**src/rtl/mem_pkg.sv**
```systemverilog
// Shared encodings and types for the data-memory access unit.
// Size codes, FSM states and the latched request bundle.
package mem_pkg;

  localparam logic [1:0] SZ_BYTE = 2'b00;
  localparam logic [1:0] SZ_HALF = 2'b01;
  localparam logic [1:0] SZ_WORD = 2'b10;

  typedef enum logic [1:0] {
    ST_IDLE,
    ST_READ,
    ST_WRITE,
    ST_RESP
  } state_e;

  typedef struct packed {
    logic        we;
    logic [1:0]  size;
    logic        sign;
    logic [1:0]  off;
    logic [31:0] wdata;
  } req_t;

  // Size 11 is reserved and always rejected.
  function automatic logic bad_access(
    input logic [1:0] size,
    input logic [1:0] off
  );
    logic bad;
    bad = 1'b0;
    unique case (1'b1)
      size == SZ_BYTE: bad = 1'b0;
      size == SZ_HALF: bad = off[0];
      size == SZ_WORD: bad = |off;
      default:         bad = 1'b1;
    endcase
    return bad;
  endfunction

endpackage

```
**src/rtl/mem_lane_align.sv**
```systemverilog
// Byte-lane steering: load extract/extend and sub-word store merge.
// Purely combinational, little-endian lanes.
module mem_lane_align
  import mem_pkg::*;
(
  input  logic [1:0]  off,
  input  logic [1:0]  size,
  input  logic        sign,
  input  logic [31:0] wdata,
  input  logic [31:0] rdata,
  output logic [31:0] ld_data,
  output logic [31:0] st_data
);

  logic [31:0] b_shift;
  logic [31:0] h_shift;
  logic [31:0] b_mask;
  logic [31:0] h_mask;
  logic [7:0]  b_val;
  logic [15:0] h_val;

  always_comb begin
    b_shift = rdata >> {off, 3'b000};
    h_shift = rdata >> {off[1], 4'b0000};
    b_val   = b_shift[7:0];
    h_val   = h_shift[15:0];
    b_mask  = 32'h0000_00FF << {off, 3'b000};
    h_mask  = 32'h0000_FFFF << {off[1], 4'b0000};

    ld_data = rdata;
    st_data = wdata;
    unique case (1'b1)
      size == SZ_BYTE: begin
        ld_data = {{24{sign & b_val[7]}}, b_val};
        st_data = (rdata & ~b_mask)
                | ({4{wdata[7:0]}} & b_mask);
      end
      size == SZ_HALF: begin
        ld_data = {{16{sign & h_val[15]}}, h_val};
        st_data = (rdata & ~h_mask)
                | ({2{wdata[15:0]}} & h_mask);
      end
      default: begin
        ld_data = rdata;
        st_data = wdata;
      end
    endcase
  end

endmodule

```
**src/rtl/data_mem_ctrl.sv**
```systemverilog
// Multi-cycle load/store unit driving a single-port word RAM.
// Sub-word stores are done as read-modify-write.
module data_mem_ctrl
  import mem_pkg::*;
#(
  parameter int ADDR_W = 10,
  parameter int RD_LAT = 1
) (
  input  logic              clk,
  input  logic              rst,
  input  logic              req_valid,
  input  logic              req_we,
  input  logic [1:0]        req_size,
  input  logic              req_sign,
  input  logic [31:0]       req_addr,
  input  logic [31:0]       req_wdata,
  output logic              req_ready,
  output logic              rsp_valid,
  output logic [31:0]       rsp_rdata,
  output logic              rsp_err,
  output logic [ADDR_W-1:0] ram_addr,
  output logic [31:0]       ram_wdata,
  output logic              ram_wren,
  input  logic [31:0]       ram_rdata
);

  localparam int CNT_W = $clog2(RD_LAT + 1);
  localparam logic [CNT_W-1:0] LAT_END = CNT_W'(RD_LAT);

  state_e            state_q, state_d;
  req_t              req_q, req_d;
  logic [CNT_W-1:0]  cnt_q, cnt_d;
  logic              req_ready_q, req_ready_d;
  logic              rsp_valid_q, rsp_valid_d;
  logic [31:0]       rsp_rdata_q, rsp_rdata_d;
  logic              rsp_err_q, rsp_err_d;
  logic [ADDR_W-1:0] ram_addr_q, ram_addr_d;
  logic [31:0]       ram_wdata_q, ram_wdata_d;
  logic              ram_wren_q, ram_wren_d;

  logic        accept;
  logic [31:0] ld_data;
  logic [31:0] st_data;
  logic        addr_hi_unused;

  assign addr_hi_unused = ^req_addr[31:ADDR_W+2];
  assign accept = req_valid & req_ready_q;

  mem_lane_align u_align (
    .off     (req_q.off),
    .size    (req_q.size),
    .sign    (req_q.sign),
    .wdata   (req_q.wdata),
    .rdata   (ram_rdata),
    .ld_data (ld_data),
    .st_data (st_data)
  );

  always_comb begin
    state_d     = state_q;
    req_d       = req_q;
    cnt_d       = cnt_q;
    req_ready_d = req_ready_q;
    rsp_valid_d = 1'b0;
    rsp_rdata_d = rsp_rdata_q;
    rsp_err_d   = rsp_err_q;
    ram_addr_d  = ram_addr_q;
    ram_wdata_d = ram_wdata_q;
    ram_wren_d  = 1'b0;

    unique case (state_q)
      ST_IDLE: begin
        if (accept) begin
          req_d.we    = req_we;
          req_d.size  = req_size;
          req_d.sign  = req_sign;
          req_d.off   = req_addr[1:0];
          req_d.wdata = req_wdata;
          cnt_d       = '0;
          req_ready_d = 1'b0;
          rsp_rdata_d = '0;
          rsp_err_d   = 1'b0;
          if (bad_access(req_size, req_addr[1:0])) begin
            state_d     = ST_RESP;
            rsp_valid_d = 1'b1;
            rsp_err_d   = 1'b1;
          end else if (req_we && req_size == SZ_WORD) begin
            state_d     = ST_WRITE;
            ram_addr_d  = req_addr[ADDR_W+1:2];
            ram_wdata_d = req_wdata;
            ram_wren_d  = 1'b1;
            rsp_valid_d = 1'b1;
          end else begin
            state_d    = ST_READ;
            ram_addr_d = req_addr[ADDR_W+1:2];
          end
        end
      end
      ST_READ: begin
        if (cnt_q == LAT_END) begin
          rsp_valid_d = 1'b1;
          if (req_q.we) begin
            state_d     = ST_WRITE;
            ram_wdata_d = st_data;
            ram_wren_d  = 1'b1;
          end else begin
            state_d     = ST_RESP;
            rsp_rdata_d = ld_data;
          end
        end else begin
          cnt_d = cnt_q + 1'b1;
        end
      end
      ST_WRITE, ST_RESP: begin
        state_d     = ST_IDLE;
        req_ready_d = 1'b1;
        rsp_rdata_d = '0;
        rsp_err_d   = 1'b0;
      end
      default: begin
        state_d     = ST_IDLE;
        req_ready_d = 1'b1;
      end
    endcase
  end

  always_ff @(posedge clk) begin
    if (!rst) begin
      state_q     <= ST_IDLE;
      req_q       <= '0;
      cnt_q       <= '0;
      req_ready_q <= 1'b1;
      rsp_valid_q <= 1'b0;
      rsp_rdata_q <= '0;
      rsp_err_q   <= 1'b0;
      ram_addr_q  <= '0;
      ram_wdata_q <= '0;
      ram_wren_q  <= 1'b0;
    end else begin
      state_q     <= state_d;
      req_q       <= req_d;
      cnt_q       <= cnt_d;
      req_ready_q <= req_ready_d;
      rsp_valid_q <= rsp_valid_d;
      rsp_rdata_q <= rsp_rdata_d;
      rsp_err_q   <= rsp_err_d;
      ram_addr_q  <= ram_addr_d;
      ram_wdata_q <= ram_wdata_d;
      ram_wren_q  <= ram_wren_d;
    end
  end

  assign req_ready = req_ready_q;
  assign rsp_valid = rsp_valid_q;
  assign rsp_rdata = rsp_rdata_q;
  assign rsp_err   = rsp_err_q;
  assign ram_addr  = ram_addr_q;
  assign ram_wdata = ram_wdata_q;
  assign ram_wren  = ram_wren_q;

endmodule

```
**config.mk**
```make
export PLATFORM = sky130hd
export DESIGN_NAME = data_mem_ctrl
export DESIGN_NICKNAME = d
export VERILOG_FILES = /design/src/rtl/mem_pkg.sv /design/src/rtl/mem_lane_align.sv /design/src/rtl/data_mem_ctrl.sv
export SDC_FILE = /design/constraint.sdc
export NUM_CORES = 1
export LEC_CHECK = 0
export CORE_UTILIZATION = 50
export CTS_BUF_LIST = sky130_fd_sc_hd__clkbuf_4 sky130_fd_sc_hd__clkbuf_8
export CTS_CLUSTER_DIAMETER = 150
export CTS_CLUSTER_SIZE = 12
export DETAILED_ROUTE_END_ITERATION = 16
export PLACE_DENSITY = 0.87
export SLEW_MARGIN = 15
export SYNTH_ARGS = -nofsm -noshare
export SYNTH_HDL_FRONTEND = slang
export SYNTH_SLANG_ARGS = --single-unit
```
**constraint.sdc**
```tcl
create_clock -name clk -period 2 [get_ports clk]
set_input_delay 0.4 -clock clk [delete_from_list [all_inputs] [get_ports clk]]
set_output_delay 0.4 -clock clk [all_outputs]
set_load 0.01 [all_outputs]
```
==> metrics.txt, run 1 <==
total power=0.00629 W; synth warn=0; share of synthesized registers carrying an async set or reset=0%; crit-path cells=and2b_2, nand4b_4, nor4b_4, a221o_1; Core ar.=12,200 um^2; Max Cap Violations=0; IO Port Bufs=160; initial antenna violation count=1; post-synthesis cell type count=54; clock buffer depth=2; TritonCTS Buffers=17; worst slack, placed=-0.244 ns; Post-synth EDFFs=0; Final Setup Violations=0; number of global-route vias before repair=6,037; ANT nets after route=0; clock latency on the worst-skew pair=0.45 ns; Sequential cell area=2380 um^2; clk sinks=119; PnR worst setup slack=~0.13 ns; layout cell share with drive strength beyond 1=13.6%; Mean Syn Cell Area=8.94 um^2; vias post-DR=6,336; post-layout util=between 70% and 80%; global-route wire length before repair=about 32,000 um; CTS Hold Buffers Added=0; Hold WC Path Type=primary input to register; Post-Synthesis Cells=between 700 and 800; Leak=between 3 and 4 nW; grt total ovfl=0; post-CTS resize count=0; vias per cell=just over 6; Setup CP Type=register to register; Total Routed Length=20,600 um; CP startpoint kind=register; Worst Path Max Fanout=16; post-layout net count=968; Crit. End Element=register; Worst path max stage delay=around 0.79 ns; DP HPWL=~15,000 um; min Tclk post-route=around 1.9 ns; post-CTS setup buffers=0; Period Utilization, post-route=a little over nine tenths; Worst-Margin Slew=0.868 ns; Crit path arrival time=2.26 ns; CTS tree=yes; largest net degree at the start of global routing=90; Die X=115 um; Yosys reg bits=about 120; area taken by multi-input logic gates=between 3000 and 4000 um^2; commonest non-fill, non-tap cell in the layout=clkdlybuf4s50_1; die area=13,200 um^2; H-tree Lvls=4; diodes inserted=0; drt wl/cell=between 15 and 20 um; residual DRC count=0; most frequent cells in the layout=159 x clkdlybuf4s50_1, 118 x dfxtp_1, 117 x nand2_1; Area Overhead vs Synth=35.9%; Top Ports=approximately 180; unrepaired setup endpoints after global routing=no; fill cell count=a little under 1k; setup TNS=0 ns; Hold Vio Cnt, Final=0; clk_skew=0.0145 ns; CP max stage cell=nor4b_4; Post-Syn Area=6370 um^2; clock root buffer=clkbuf_8; register area share after synthesis=a little under two fifths; drt pass-1 iters=6; Die Ht=about 110 um; Rel. slew slack=between 40% and 50%; Max IR drop VDD=~0.00063 V; fmax=534 MHz; CP Data Required Time=2.38 ns; final slew viol count=0; Clock Pin Slew Worst Setup and Hold Paths=0.07 ns; Total GRT Usage=31.8%; initial core utilization=a little over half; Cell Pwr Density=727 nW/um^2; WHS=0.428 ns; Post-Syn Nets=815; Top FF cell, synth=dfxtp_1; status=finished clean; # rows=40; CP top delay family=simple AND/OR/NAND/NOR gates; number of DRC markers after the initial detailed-route iteration=640; buffers plus inverters on the worst setup path=0; placer congestion estimate=0.906
## synth_stat cells (18+ instances only)
master,count,area share (%)
a31oi_1,18,1.8
nand2_1,117,6.9
mux2_2,18,3.2
a21boi_0,31,3.7
o211ai_1,48,5.7
dfxtp_1,119,37
nor2b_1,21,2.1
buf_2,26,2.0
o21ai_0,35,2.8
clkbuf_1,30,1.8
mux2i_1,41,6.4
a21oi_1,23,1.8
a221o_1,23,3.6
## power breakdown
part | internal (W) | leakage (nW) | switching [W] | total [W]
logic | 0.000629 | 2.07 | 0.000784 | 0.00141
clock network | 0.00134 | 0.223 | 0.000949 | 0.00229
registers | 0.00248 | 0.966 | 0.000112 | 0.00259
total | 0.00445 | 3.26 | 0.00185 | 0.00629
## logic make-up after synthesis
kind of cell           synth area share, %
AOI/OAI and AO/OA                     31.9
DFF                                   37.4
muxes                                 9.63
and+or+nand+nor                       14.9
buffers and inverters                 6.17
## per-layer routing
layer  vias up  wire length, um  track usage [%]
li1       2973                -                -
met1      3047             8590             39.4
met2       269            10100             54.2
met3        45             1450             6.85
met4         2              503             11.7
met5         -               18                0
## path summary, 6_finish.rpt
| path | cells after the start | end | start | slack (ns) |
|---|---|---|---|---|
| worst max register to register | 4 | rsp_rdata[22] | state_q[1] | 0.13 |
| worst max-delay path | 4 | rsp_rdata[22] | state_q[1] | 0.13 |
| worst min register to register | 2 | rsp_rdata[7] | rsp_rdata[7] | 0.44 |
| worst min-delay path | 3 | ram_addr[5] | rst | 0.43 |
## worst reg2reg max path: cells and delay by family, from the launching register on
family,cells,cell delay (ns)
DFF,1,0.38
AOI/OAI and AO/OA,1,0.23
and+or+nand+nor,3,1.19
## sequential cells by signal (all words and copies together), names as in the netlist, 2 cells and up
name       flops
ram_addr      10
ram_wdata     32
req_q         38
rsp_rdata     32
state_q        2
## per-stage QoR
step / instances / instance area [um^2]
2_1_floorplan: 712 / 6370
3_3_place_gp: 1014 / 8240
3_5_place_dp: 1014 / 8240
4_1_cts: 1046 / 8650
5_1_grt: 1046 / 8650
6_report: 1046 / 8650
## final cells by class
class                   count  area share (%)
multi-input cells         517            41.6
flip-flops and latches    119            27.5
repair buffers            205            23.4
clock buffers              22            3.35
well taps                 168            2.43
clock inverters            10            1.45
inverters                   5           0.217
Note: power is estimated with default switching activity, not from simulation.
==> run 2: changes to the inputs <==
CORE_UTILIZATION = 39   (was 50)
PLACE_DENSITY = 0.64   (was 0.87)
==> run 2 against run 1 <==
  * Power is 3.0% higher
  * Clock skew down 0.0054 ns
  * Non-clock buffer count unchanged
  * Global-route usage shrank 6.3 points
  * Flip-flop and latch count stayed put
  * Largest cell class unchanged
==> metrics.txt, run 2 (same netlist as run 1, synthesis figures left out) <==
post-CTS resize count=0 (unchanged); crit-path cells=nor2_1, mux2i_1, nor4b_4, a221o_1 (was and2b_2, nand4b_4, nor4b_4, a221o_1); diodes inserted=0 (unchanged); CP max stage cell=nor4b_4 (unchanged); initial core utilization=40.1% (was 52.1%); status=finished clean (unchanged); fmax=523 MHz (was 534 MHz); IO Port Bufs=160 (unchanged); number of DRC markers after the initial detailed-route iteration=584 (was 640); die area=16,800 um^2 (was 13,200 um^2); drt wl/cell=19.4 um (was 19.7 um); DP HPWL=15,500 um (was 15,100 um); Crit. End Element=register (unchanged); PnR worst setup slack=0.0871 ns (was 0.128 ns); CP startpoint kind=register (unchanged); commonest non-fill, non-tap cell in the layout=clkdlybuf4s50_1 (unchanged); Max Cap Violations=0 (unchanged); Logic pwr share=21.6% (was 22.5%); Worst path max stage delay=0.75 ns (was 0.79 ns); Period Utilization, post-route=95.6% (was 93.6%); ANT nets after route=0 (unchanged); Worst-Margin Slew=0.867 ns (was 0.868 ns); Total Routed Length=21,300 um (was 20,600 um); fin cells=1,094 (was 1,046); Max IR drop VDD=0.000440 V (was 0.000630 V); most frequent cells in the layout=159 x clkdlybuf4s50_1, 118 x dfxtp_1, 117 x nand2_1 (unchanged); Total GRT Usage=25.5% (was 31.8%); Top reg by flops=req_q (unchanged); Top Ports=181 (unchanged); proportion of power drawn by the clock network=38.3% (was 36.4%); Cell Pwr Density=742 nW/um^2 (was 727 nW/um^2); Leak=3.25 nW (was 3.26 nW); post-layout net count=968 (unchanged); largest net degree at the start of global routing=92 (was 90); residual DRC count=0 (unchanged); Crit path arrival time=2.29 ns (was 2.26 ns); Die Ht=130 um (was 115 um); Worst Path Max Fanout=16 (unchanged); clk sinks=119 (unchanged); clock root buffer=clkbuf_8 (unchanged); CTS tree=yes (unchanged); Setup CP Type=register to register (unchanged); Pint=0.00457 W (was 0.00445 W); CP Data Required Time=2.38 ns (about the same); Final Setup Violations=0 (unchanged); unrepaired setup endpoints after global routing=no (unchanged); # rows=46 (was 40); post-CTS setup buffers=0 (unchanged); vias post-DR=6,224 (was 6,336); Flop pwr share=40.0% (was 41.1%); Clock Pin Slew Worst Setup and Hold Paths=0.07 ns (about the same); P_sw=0.00191 W (was 0.00185 W); clk_skew=0.00908 ns (was 0.0145 ns); vias per cell=5.69 (was 6.06); worst slack, placed=-0.261 ns (was -0.244 ns); total power=0.00648 W (was 0.00629 W); H-tree Lvls=4 (unchanged); clock latency on the worst-skew pair=0.45 ns (about the same); number of global-route vias before repair=5,747 (was 6,037); layout cell share with drive strength beyond 1=13.4% (was 13.6%); TritonCTS Buffers=17 (unchanged); CTS Hold Buffers Added=0 (unchanged); max reg flops=38 (unchanged); Die X=130 um (was 115 um); Rel. slew slack=41.9% (about the same); clock buffer depth=2 (unchanged); drt pass-1 iters=5 (was 6); placer congestion estimate=0.921 (was 0.906); Inst Count DP=1,062 (was 1,014); min Tclk post-route=1.91 ns (was 1.87 ns); Core ar.=15,900 um^2 (was 12,200 um^2); WHS=0.448 ns (was 0.428 ns); sw frac=29.5% (was 29.3%); grt total ovfl=0 (unchanged); Area Overhead vs Synth=37.2% (was 35.9%); Hold WC Path Type=primary input to register (unchanged); global-route wire length before repair=32,500 um (was 31,900 um); Hold Vio Cnt, Final=0 (unchanged); final slew viol count=0 (unchanged); initial antenna violation count=0 (was 1)
==> run 2: power by group through the flow <==
| stage | Clock (W) | Sequential, W | Combinational, W |
|---|---|---|---|
| floorplan | 0 | 0.00261 | 0.000826 |
| global placement | 0 | 0.00264 | 0.00137 |
| detailed placement | 0 | 0.00265 | 0.00139 |
| CTS | 0.00254 | 0.00259 | 0.00139 |
| global route | 0.00264 | 0.00261 | 0.00151 |
| finish | 0.00248 | 0.00260 | 0.00140 |
==> run 2: critical path: cells and delay by family (launching register included) <==
family | cells | cell delay, ns
and+or+nand+nor | 2 | 0.89
muxes | 1 | 0.18
DFF | 1 | 0.56
AOI/OAI and AO/OA | 1 | 0.22
==> run 2: area by class of cell <==
cell class | instances | area [um^2]
Clock buffer | 21 | 283
Clock inverter | 11 | 170
Fill cell | 1489 | 7150
Inverter | 5 | 18.8
Multi-Input combinational cell | 517 | 3600
Sequential cell | 119 | 2380
Tap cell | 216 | 270
Timing Repair Buffer | 205 | 2010
==> run 2: per-stage QoR <==
| step | TNS (ns) | cell area [um^2] | utilization, % |
|---|---|---|---|
| floorplan | 0 | 6370 | - |
| global placement | -4.32 | 8280 | 52.1 |
| detailed placement | -4.81 | 8280 | 52.1 |
| CTS | 0 | 8740 | 55.0 |
| global route | 0 | 8740 | 55.0 |
| finish | 0 | 8740 | 55.0 |
==> run 2: metal layers <==
| metal | GRT usage (%) | wire length, um | vias to the layer above |
|---|---|---|---|
| met5 | 0 | 0 | - |
| met4 | 10.2 | 503 | 0 |
| met3 | 4.72 | 1470 | 40 |
| met2 | 40.1 | 9580 | 264 |
| met1 | 34.6 | 9720 | 2943 |
| li1 | - | - | 2977 |
==> run 2: path summary, 6_finish.rpt <==
kind | slack, ns | from | end | cells past startpoint
max | 0.09 | req_q[32] | rsp_rdata[27] | 4
min | 0.45 | rst | req_q[2] | 3
max reg2reg | 0.09 | req_q[32] | rsp_rdata[27] | 4
min reg2reg | 0.45 | rsp_rdata[7] | rsp_rdata[7] | 2
==> run 3: changes to the inputs <==
SLEW_MARGIN = 40   (was 15)
==> results of run 3 <==
No change in the layout: final DEF, timing and power equal those of run 2.
